<file path="config.mk">
export PLATFORM = sky130hd
export DESIGN_NAME = logs_voice_alloc
export DESIGN_NICKNAME = d
export VERILOG_FILES = /design/src/rtl/logs_voice_alloc.sv
export SDC_FILE = /design/constraint.sdc
export NUM_CORES = 1
export LEC_CHECK = 0
export CORE_MARGIN = 5
export CORE_UTILIZATION = 30
export CTS_CLUSTER_SIZE = 40
export DETAILED_ROUTE_END_ITERATION = 8
export GPL_ROUTABILITY_DRIVEN = 0
export MAX_ROUTING_LAYER = met4
export PLACE_DENSITY = 0.52
export RECOVER_POWER = 50
export SLEW_MARGIN = 0
export SYNTH_ARGS = -nofsm -noshare
export SYNTH_HDL_FRONTEND = slang
export SYNTH_SLANG_ARGS = --single-unit
</file>
<file path="constraint.sdc">
create_clock -name clk -period 5.47 [get_ports clk]
set_input_delay 0.8205 -clock clk [delete_from_list [all_inputs] [get_ports clk]]
set_output_delay 0.8205 -clock clk [all_outputs]
set_load 0.01 [all_outputs]
</file>
<file path="src/rtl/logs_voice_alloc.sv">
`default_nettype none
// =============================================================================
// Module   : logs_voice_alloc
// Brief    : Note-on/off voice allocator; one-voice-per-cycle scan, then commit.
//            Voice stealing is built only when LOGS_VALLOC_STEAL_EN is defined.
// Revision : 1.0
// =============================================================================
module logs_voice_alloc #(
  parameter int NVOICES = 4,
  parameter int PW      = 8,
  parameter int AGEW    = 4
) (
  input  logic                  clk,
  input  logic                  reset,
  input  logic                  cmd_valid,
  output logic                  cmd_ready,
  input  logic                  cmd_on,
  input  logic [PW-1:0]         cmd_period,
  output logic [NVOICES-1:0]    voice_active,
  output logic [NVOICES*PW-1:0] voice_period,
  output logic                  evict,
  output logic                  busy
);

  localparam int IW = (NVOICES > 1) ? $clog2(NVOICES) : 1;
  localparam logic [IW-1:0]   LAST_IDX = IW'(NVOICES - 1);
  localparam logic [AGEW-1:0] AGE_MAX  = {AGEW{1'b1}};

  typedef enum logic [1:0] {
    IDLE   = 2'd0,
    SCAN   = 2'd1,
    COMMIT = 2'd2
  } state_t;

  state_t              state_q, state_d;
  logic [IW-1:0]       idx_q, idx_d;
  logic                on_q, on_d;
  logic [PW-1:0]       per_q, per_d;
  logic                m_found_q, m_found_d;
  logic [IW-1:0]       m_idx_q, m_idx_d;
  logic                f_found_q, f_found_d;
  logic [IW-1:0]       f_idx_q, f_idx_d;
  logic [NVOICES-1:0]  active_q, active_d;
  logic [PW-1:0]       period_q [NVOICES];
  logic [PW-1:0]       period_d [NVOICES];
  logic [AGEW-1:0]     age_q [NVOICES];
  logic [AGEW-1:0]     age_d [NVOICES];
`ifdef LOGS_VALLOC_STEAL_EN
  logic                o_found_q, o_found_d;
  logic [IW-1:0]       o_idx_q, o_idx_d;
  logic [AGEW-1:0]     o_age_q, o_age_d;
  logic                evict_q, evict_d;
`endif

  logic                w_take;
  logic                w_load;
  logic [IW-1:0]       w_tgt;

  always_comb begin
    state_d   = state_q;
    idx_d     = idx_q;
    on_d      = on_q;
    per_d     = per_q;
    m_found_d = m_found_q;
    m_idx_d   = m_idx_q;
    f_found_d = f_found_q;
    f_idx_d   = f_idx_q;
    active_d  = active_q;
    period_d  = period_q;
    age_d     = age_q;
    w_take    = 1'b0;
    w_load    = 1'b0;
    w_tgt     = '0;
`ifdef LOGS_VALLOC_STEAL_EN
    o_found_d = o_found_q;
    o_idx_d   = o_idx_q;
    o_age_d   = o_age_q;
    evict_d   = 1'b0;
`endif
    case (state_q)
      IDLE: begin
        if (cmd_valid) begin
          on_d      = cmd_on;
          per_d     = cmd_period;
          idx_d     = '0;
          m_found_d = 1'b0;
          m_idx_d   = '0;
          f_found_d = 1'b0;
          f_idx_d   = '0;
`ifdef LOGS_VALLOC_STEAL_EN
          o_found_d = 1'b0;
          o_idx_d   = '0;
          o_age_d   = '0;
`endif
          state_d   = SCAN;
        end
      end
      SCAN: begin
        // First hit wins for match/free; strict '>' keeps the lowest index on age ties.
        if (active_q[idx_q] && period_q[idx_q] == per_q && !m_found_q) begin
          m_found_d = 1'b1;
          m_idx_d   = idx_q;
        end
        if (!active_q[idx_q] && !f_found_q) begin
          f_found_d = 1'b1;
          f_idx_d   = idx_q;
        end
`ifdef LOGS_VALLOC_STEAL_EN
        if (active_q[idx_q] && (!o_found_q || age_q[idx_q] > o_age_q)) begin
          o_found_d = 1'b1;
          o_idx_d   = idx_q;
          o_age_d   = age_q[idx_q];
        end
`endif
        idx_d = idx_q + IW'(1);
        if (idx_q == LAST_IDX) state_d = COMMIT;
      end
      COMMIT: begin
        state_d = IDLE;
        if (on_q && per_q != '0) begin
          if (m_found_q) begin
            w_take = 1'b1;
            w_tgt  = m_idx_q;
          end else if (f_found_q) begin
            w_take = 1'b1;
            w_load = 1'b1;
            w_tgt  = f_idx_q;
          end
`ifdef LOGS_VALLOC_STEAL_EN
          else begin
            w_take  = 1'b1;
            w_load  = 1'b1;
            w_tgt   = o_idx_q;
            evict_d = 1'b1;
          end
`endif
          if (w_take) begin
            for (int i = 0; i < NVOICES; i++) begin
              if (IW'(i) == w_tgt) begin
                active_d[i] = 1'b1;
                age_d[i]    = '0;
                if (w_load) period_d[i] = per_q;
              end else if (active_q[i] && age_q[i] != AGE_MAX) begin
                age_d[i] = age_q[i] + AGEW'(1);
              end
            end
          end
        end else if (!on_q) begin
          // Period 0 on a note-off means all-notes-off.
          if (per_q == '0)    active_d = '0;
          else if (m_found_q) active_d[m_idx_q] = 1'b0;
        end
      end
      default: state_d = IDLE;
    endcase
  end

  always_ff @(posedge clk) begin
    if (reset) begin
      state_q   <= IDLE;
      idx_q     <= '0;
      on_q      <= 1'b0;
      per_q     <= '0;
      m_found_q <= 1'b0;
      m_idx_q   <= '0;
      f_found_q <= 1'b0;
      f_idx_q   <= '0;
      active_q  <= '0;
      for (int i = 0; i < NVOICES; i++) begin
        period_q[i] <= '0;
        age_q[i]    <= '0;
      end
`ifdef LOGS_VALLOC_STEAL_EN
      o_found_q <= 1'b0;
      o_idx_q   <= '0;
      o_age_q   <= '0;
      evict_q   <= 1'b0;
`endif
    end else begin
      state_q   <= state_d;
      idx_q     <= idx_d;
      on_q      <= on_d;
      per_q     <= per_d;
      m_found_q <= m_found_d;
      m_idx_q   <= m_idx_d;
      f_found_q <= f_found_d;
      f_idx_q   <= f_idx_d;
      active_q  <= active_d;
      period_q  <= period_d;
      age_q     <= age_d;
`ifdef LOGS_VALLOC_STEAL_EN
      o_found_q <= o_found_d;
      o_idx_q   <= o_idx_d;
      o_age_q   <= o_age_d;
      evict_q   <= evict_d;
`endif
    end
  end

  assign cmd_ready    = (state_q == IDLE);
  assign busy         = (state_q != IDLE);
  assign voice_active = active_q;
`ifdef LOGS_VALLOC_STEAL_EN
  assign evict = evict_q;
`else
  assign evict = 1'b0;
`endif

  generate
    for (genvar g = 0; g < NVOICES; g++) begin : g_vper
      assign voice_period[g*PW +: PW] = period_q[g];
    end
  endgenerate

endmodule
`default_nettype wire

</file>
==> impl_metrics.csv, run 1 <==
group,metric,value,unit
route,drtIter0Drc,91,
floorplan,core_region_area,0.008763,mm^2
layout,multiInputGateArea,0.001475,mm^2
synth,mappedNetlistNets,304,
layout,nets,339,
min_path,hold_class,"register to register",
sta,setup_tns,0,ns
layout,diodes,0,
floorplan,start_util,30.93,%
clocking,cts.sinks,55,
layout,drive_above_1_share,6.728,%
sta,setup_ws,2.498,ns
grt,grt_overflow_total,0,
grt,grt_max_degree,59,
critical_path,path_max_fanout,58,
route,first_pass_iters,4,
sta,report.final.slew_viol_count,59,
clocking,clkTransAtPathRegs,0.10,ns
placed_design,postPlaceCellArea,0.003216,mm^2
sta,layout_min_cycle_time,2.972,ns
clocking,postCtsSetupBuffers,0,
placed_design,place_ws,2.920,ns
route,drt-total-wl,6888,um
layout,final.fill_count,936,
sta,tightest_slew,2.503,ns
floorplan,dieWidth,105.0,um
clocking,htreeDepth,2,
placed_design,numPortBuffers,49,
power,ir_worst_vdd,88.07,uV
run_status,status,"finished, violations left",
floorplan,die_area,0.01103,mm^2
sta,clock_skew,0.007578,ns
layout,post-route-util,37.81,%
route,ant_nets,0,
synth,yosysWarnings,0,
grt,track_usage,12.72,%
synth,yosys.cell_types.count,50,
floorplan,die_y,105.0,um
clocking,cts_buffers,5,
grt,grt_pass1_wl,11220,um
sta,fin_crit_sh,54.34,%
synth,synthArstFlopShare,0,%
critical_path,critPathRequiredTime,5.58,ns
grt,grt_pass1_vias,2148,
run,cap_violations,1,
synth,yosysSeqAreaShare,40.63,%
route,vias,2175,
route,avgRoutedWirePerCell,15.83,um
critical_path,arrival,3.08,ns
clocking,clock_latency,0.31,ns
critical_path,worstSetupPathType,"input pin to register",
power,power.density,221.1,mW/mm^2
synth,syn_avg_cell_area,9.313,um^2
synth,synth_ff_type,"dfxtp_1",
run_status,violations,"max-capacitance violations, max-slew violations",
clocking,clock-root-buffer,"clkbuf_8",
critical_path,crit_path_end_kind,"register",
clocking,cts_tree,"yes",
layout,design_area,0.003313,mm^2
sta,relSlewSlack,-66.85,%
power,leakage,1.508,nW
critical_path,start_kind,"input pin",
clocking,cts-resized-gates,0,
sta,setup_viol,0,
synth,syn_area,0.002710,mm^2
route,drc,0,
synth,ys_seq_elements,55,
floorplan,rows,34,
sta,hold_ws,0.5238,ns
synth,syn-instance-count,291,
layout,seq_area,0.001101,mm^2
clocking,cts_max_path_buffers,2,
route,drt-vias-per-instance,5.000,
layout,area_delta_synth_final,22.25,%
clocking,cts.hold.buffers_added,0,
sta,hold_violations,0,
grt,grt_antenna_before_repair,0,
synth,synth_edf_count,0,
placed_design,hpwlAfterDp,4743,um
floorplan,pin_count,51,
sta,rsz0062_at_grt,"false",
sta,fmax,336.4,MHz
[worst max-delay path: stages]
cell	delay, ns
clkbuf_1	1.74
or3b_2	0.41
o32ai_1	0.10
[Yosys cell counts (all sizes together) (3+ instances only)]
cell type / number / area (um^2)
a21oi: 15 / 78.83
and2: 3 / 18.77
buf: 10 / 73.81
clkbuf: 11 / 41.29
dfxtp: 55 / 1101
inv: 5 / 18.77
mux2i: 45 / 450.4
mux4: 5 / 120.1
nand2: 30 / 117.6
nand2b: 5 / 31.28
nand3: 3 / 40.03
nand4: 3 / 18.77
nor2: 44 / 167.7
nor2b: 4 / 25.02
nor3: 3 / 20.02
o21ai: 11 / 55.05
xor2: 11 / 96.34
[worst paths after layout]
path / cells past startpoint / slack (ns) / start / to
setup / recovery: 3 / 2.50 / reset / voice_active[1]
hold / removal: 2 / 0.52 / voice_active[2] / voice_active[2]
setup reg to reg: 5 / 2.88 / idx_q[0] / f_idx_q[0]
hold reg to reg: 2 / 0.52 / voice_active[2] / voice_active[2]
[cells by family (layout without fill, tap and decap cells)]
group                      count (synthesis)  count (layout)  share of synthesized area, %
xor gates and xnor gates                  12              12                         3.878
other                                      1               1                        0.1384
and+or+nand+nor                          105             105                         19.44
DFF                                       55              55                         40.63
AOI/OAI and AO/OA                         41              41                         9.465
buffers and inverters                     26              62                         4.940
adders and majority gates                  1               1                        0.4616
muxes                                     50              50                         21.05
[cell type report]
type                            count  area share, %
Sequential cell                    55          33.23
Clock inverter                      2         0.4909
Inverter                            5         0.5665
Tap cell                          108          4.079
Clock buffer                        6          2.492
Timing Repair Buffer               49          14.61
Multi-Input combinational cell    210          44.52
[power by group]
group          switching [mW]  leakage (nW)  internal (mW)  total (mW)
registers              0.0172         0.445          0.406       0.424
logic                  0.0344          1.02         0.0301      0.0645
clock network           0.141        0.0474          0.104       0.245
[stage by stage]
step           power (mW)  instances
3_3_place_gp       0.4974        427
5_1_grt            0.7661        435
6_report           0.7326        435
3_5_place_dp       0.4984        427
4_1_cts            0.7473        435
2_1_floorplan      0.4786        291
[placed cells by master, fill, tap and decap left out, types with 2 or more instances in the layout]
cell type,count
nand2_1,28
o21ai_1,3
clkdlybuf4s50_1,18
mux2i_1,45
nand3b_1,2
nand2b_1,5
o21ai_0,8
dlygate4sd3_1,30
nor2_1,43
a21o_1,2
xor2_1,11
nand3_4,2
clkbuf_8,6
nor3_1,2
a21oi_1,14
and2_1,3
mux4_2,3
mux4_1,2
nor3b_1,2
dfxtp_1,55
inv_1,5
nor2b_1,4
nand4_1,3
o32ai_1,2
nand2_2,2
[per-layer routing]
layer / vias to the layer above / track usage (%) / part of all wire [%]
li1: 1077 / - / -
met1: 1049 / 16.55 / 49
met2: 41 / 20.32 / 47
met3: 8 / 2.219 / 2.5
met4: 0 / 3.562 / 1.1
met5: - / - / 0
[sequential cells by signal, indices dropped and copies added (netlist names)]
| signal | count |
|---|---|
| voice_period | 32 |
| per_q | 8 |
| voice_active | 4 |
| f_idx_q | 2 |
| idx_q | 2 |
| m_idx_q | 2 |
| state_q | 2 |
| f_found_q | 1 |
| m_found_q | 1 |
| on_q | 1 |
Note: power is estimated with default switching activity, not from simulation.
==> inputs of run 2 (changes only) <==
clock period = 2.9 ns   (was 5.47 ns; I/O delays follow)
==> run 2 against run 1 <==
Net effect:
- the flow now finishes without violations
- sequential share of layout area fell by 0.34 points
- critical path type is now register to register
- cell area rose by 1.0%
- core utilization rose by 0.39 points
- die area did not move
- global-route usage rose by 0.71 points
==> impl_metrics.csv, run 2 (synthesis results as in run 1) <==
group,metric,value,unit
run_status,status,"completed",
layout,layout_common_cells,"dfxtp_1, mux2i_1, nor2_1",
clocking,clock-root-buffer,"clkbuf_8",
critical_path,crit_path_cell_trace,"or4_4, nor2_2, nor4_1, nand2_2, mux2i_1, nor2_1",
sta,clock_skew,0.01154,ns
clocking,postCtsSetupBuffers,0,
grt,grt_pass1_wl,11670,um
layout,area_delta_synth_final,23.50,%
sta,setup_viol,0,
power,ir_worst_vdd,180.1,uV
sta,report.final.slew_viol_count,0,
layout,final.fill_count,909,
clocking,cts_max_path_buffers,2,
floorplan,start_util,30.93,%
run,cap_violations,0,
clocking,cts-resized-gates,0,
grt,grt_overflow_total,0,
clocking,cts.hold.buffers_added,0,
sta,tightest_slew,1.155,ns
clocking,cts_buffers,5,
grt,track_usage,13.43,%
floorplan,die_y,105.0,um
route,drt-vias-per-instance,4.897,
clocking,cts.sinks,55,
sta,fmax,454.2,MHz
route,avgRoutedWirePerCell,16.00,um
power,leakage,1.536,nW
floorplan,rows,34,
critical_path,arrival,2.37,ns
route,wl_met1,3473,um
critical_path,worstSetupPathType,"register to register",
layout,nets,343,
sta,fin_crit_sh,75.92,%
route,dr.max_layer_used,"met4",
power,power.density,409.6,mW/mm^2
floorplan,dieWidth,105.0,um
route,drc,0,
clocking,clkTransAtPathRegs,0.11,ns
grt,grt_pass1_vias,2123,
layout,largest_register_ff_count,32,
floorplan,core_region_area,0.008763,mm^2
route,vias,2150,
placed_design,hpwlAfterDp,4986,um
critical_path,worst_path_max_delay_cell,"or4_4",
route,first_pass_iters,4,
sta,rsz0062_at_grt,"false",
route,wl_met2,3210,um
route,drt-total-wl,7025,um
clocking,cts_tree,"yes",
min_path,hold_class,"register to register",
floorplan,pin_count,51,
critical_path,critPathRequiredTime,3.07,ns
critical_path,path_max_fanout,11,
critical_path,cpPeakStageDelay,0.56,ns
sta,hold_violations,0,
critical_path,start_kind,"register",
layout,final_common_cell,"dfxtp_1",
power,fin_total_pwr,1.371,mW
route,wl_met3,263,um
route,ant_nets,0,
route,drtIter0Drc,94,
layout,drive_above_1_share,7.855,%
clocking,clock_latency,0.32,ns
layout,diodes,0,
sta,relSlewSlack,23.02,%
sta,layout_min_cycle_time,2.202,ns
sta,setup_tns,0,ns
placed_design,numPortBuffers,49,
critical_path,crit_path_end_kind,"register",
grt,grt_max_degree,59,
floorplan,die_area,0.01103,mm^2
grt,grt_antenna_before_repair,0,
clocking,htreeDepth,2,
[run 2: changes by cell type in the layout (fill, tap and decap cells not counted), sizes merged]
cell	previous run	this run
clkinv	1	0
buf	0	4
inv	5	6
dlygate4sd3	30	32
clkdlybuf4s50	18	16
[run 2: metrics by stage]
step	hold WS (ns)	cell area, um^2	util [%]	instances	worst slack, ns
global route	0.5327	3347	38.19	439	0.4995
detailed placement	0.4806	3258	37.18	431	0.7116
floorplan	0.5006	2710	-	291	1.022
global placement	0.4813	3258	37.18	431	0.7357
finish	0.4881	3347	38.19	439	0.6984
CTS	0.4947	3347	38.19	439	0.7000
[run 2: final timing paths]
path                           end  slack [ns]            start  cells after the start
setup reg to reg  voice_period[12]        0.70         per_q[1]                      6
hold reg to reg    voice_active[1]        0.49  voice_active[1]                      2
setup / recovery  voice_period[12]        0.70         per_q[1]                      6
hold / removal     voice_active[1]        0.49  voice_active[1]                      2
[run 2: layer usage]
layer | global-route usage (%) | vias to the layer above
li1 | - | 1079
met1 | 18.49 | 1014
met2 | 20.19 | 51
met3 | 2.589 | 6
met4 | 3.562 | 0
met5 | - | -
[run 2: area by class of cell]
cell class,count,area [um^2],area share [%]
Tap cell,108,135.1,4.037
Inverter,5,18.77,0.5607
Clock buffer,6,72.57,2.168
Timing Repair Buffer,53,528.0,15.78
Multi-Input combinational cell,210,1475,44.07
Clock inverter,2,16.27,0.4860
Sequential cell,55,1101,32.90
[run 2: worst max-delay path: cells and delay by family (launching register included)]
family	cells	cell delay, ns
flops	1	0.41
mux	1	0.22
simple gates	5	1.41
[run 2: power breakdown]
| group | leakage [nW] | switching (mW) | internal (mW) |
|---|---|---|---|
| clock | 0.0418 | 0.269 | 0.174 |
| combinational | 1.05 | 0.0755 | 0.0611 |
| sequential | 0.445 | 0.0243 | 0.767 |
| total | 1.54 | 0.369 | 1.00 |
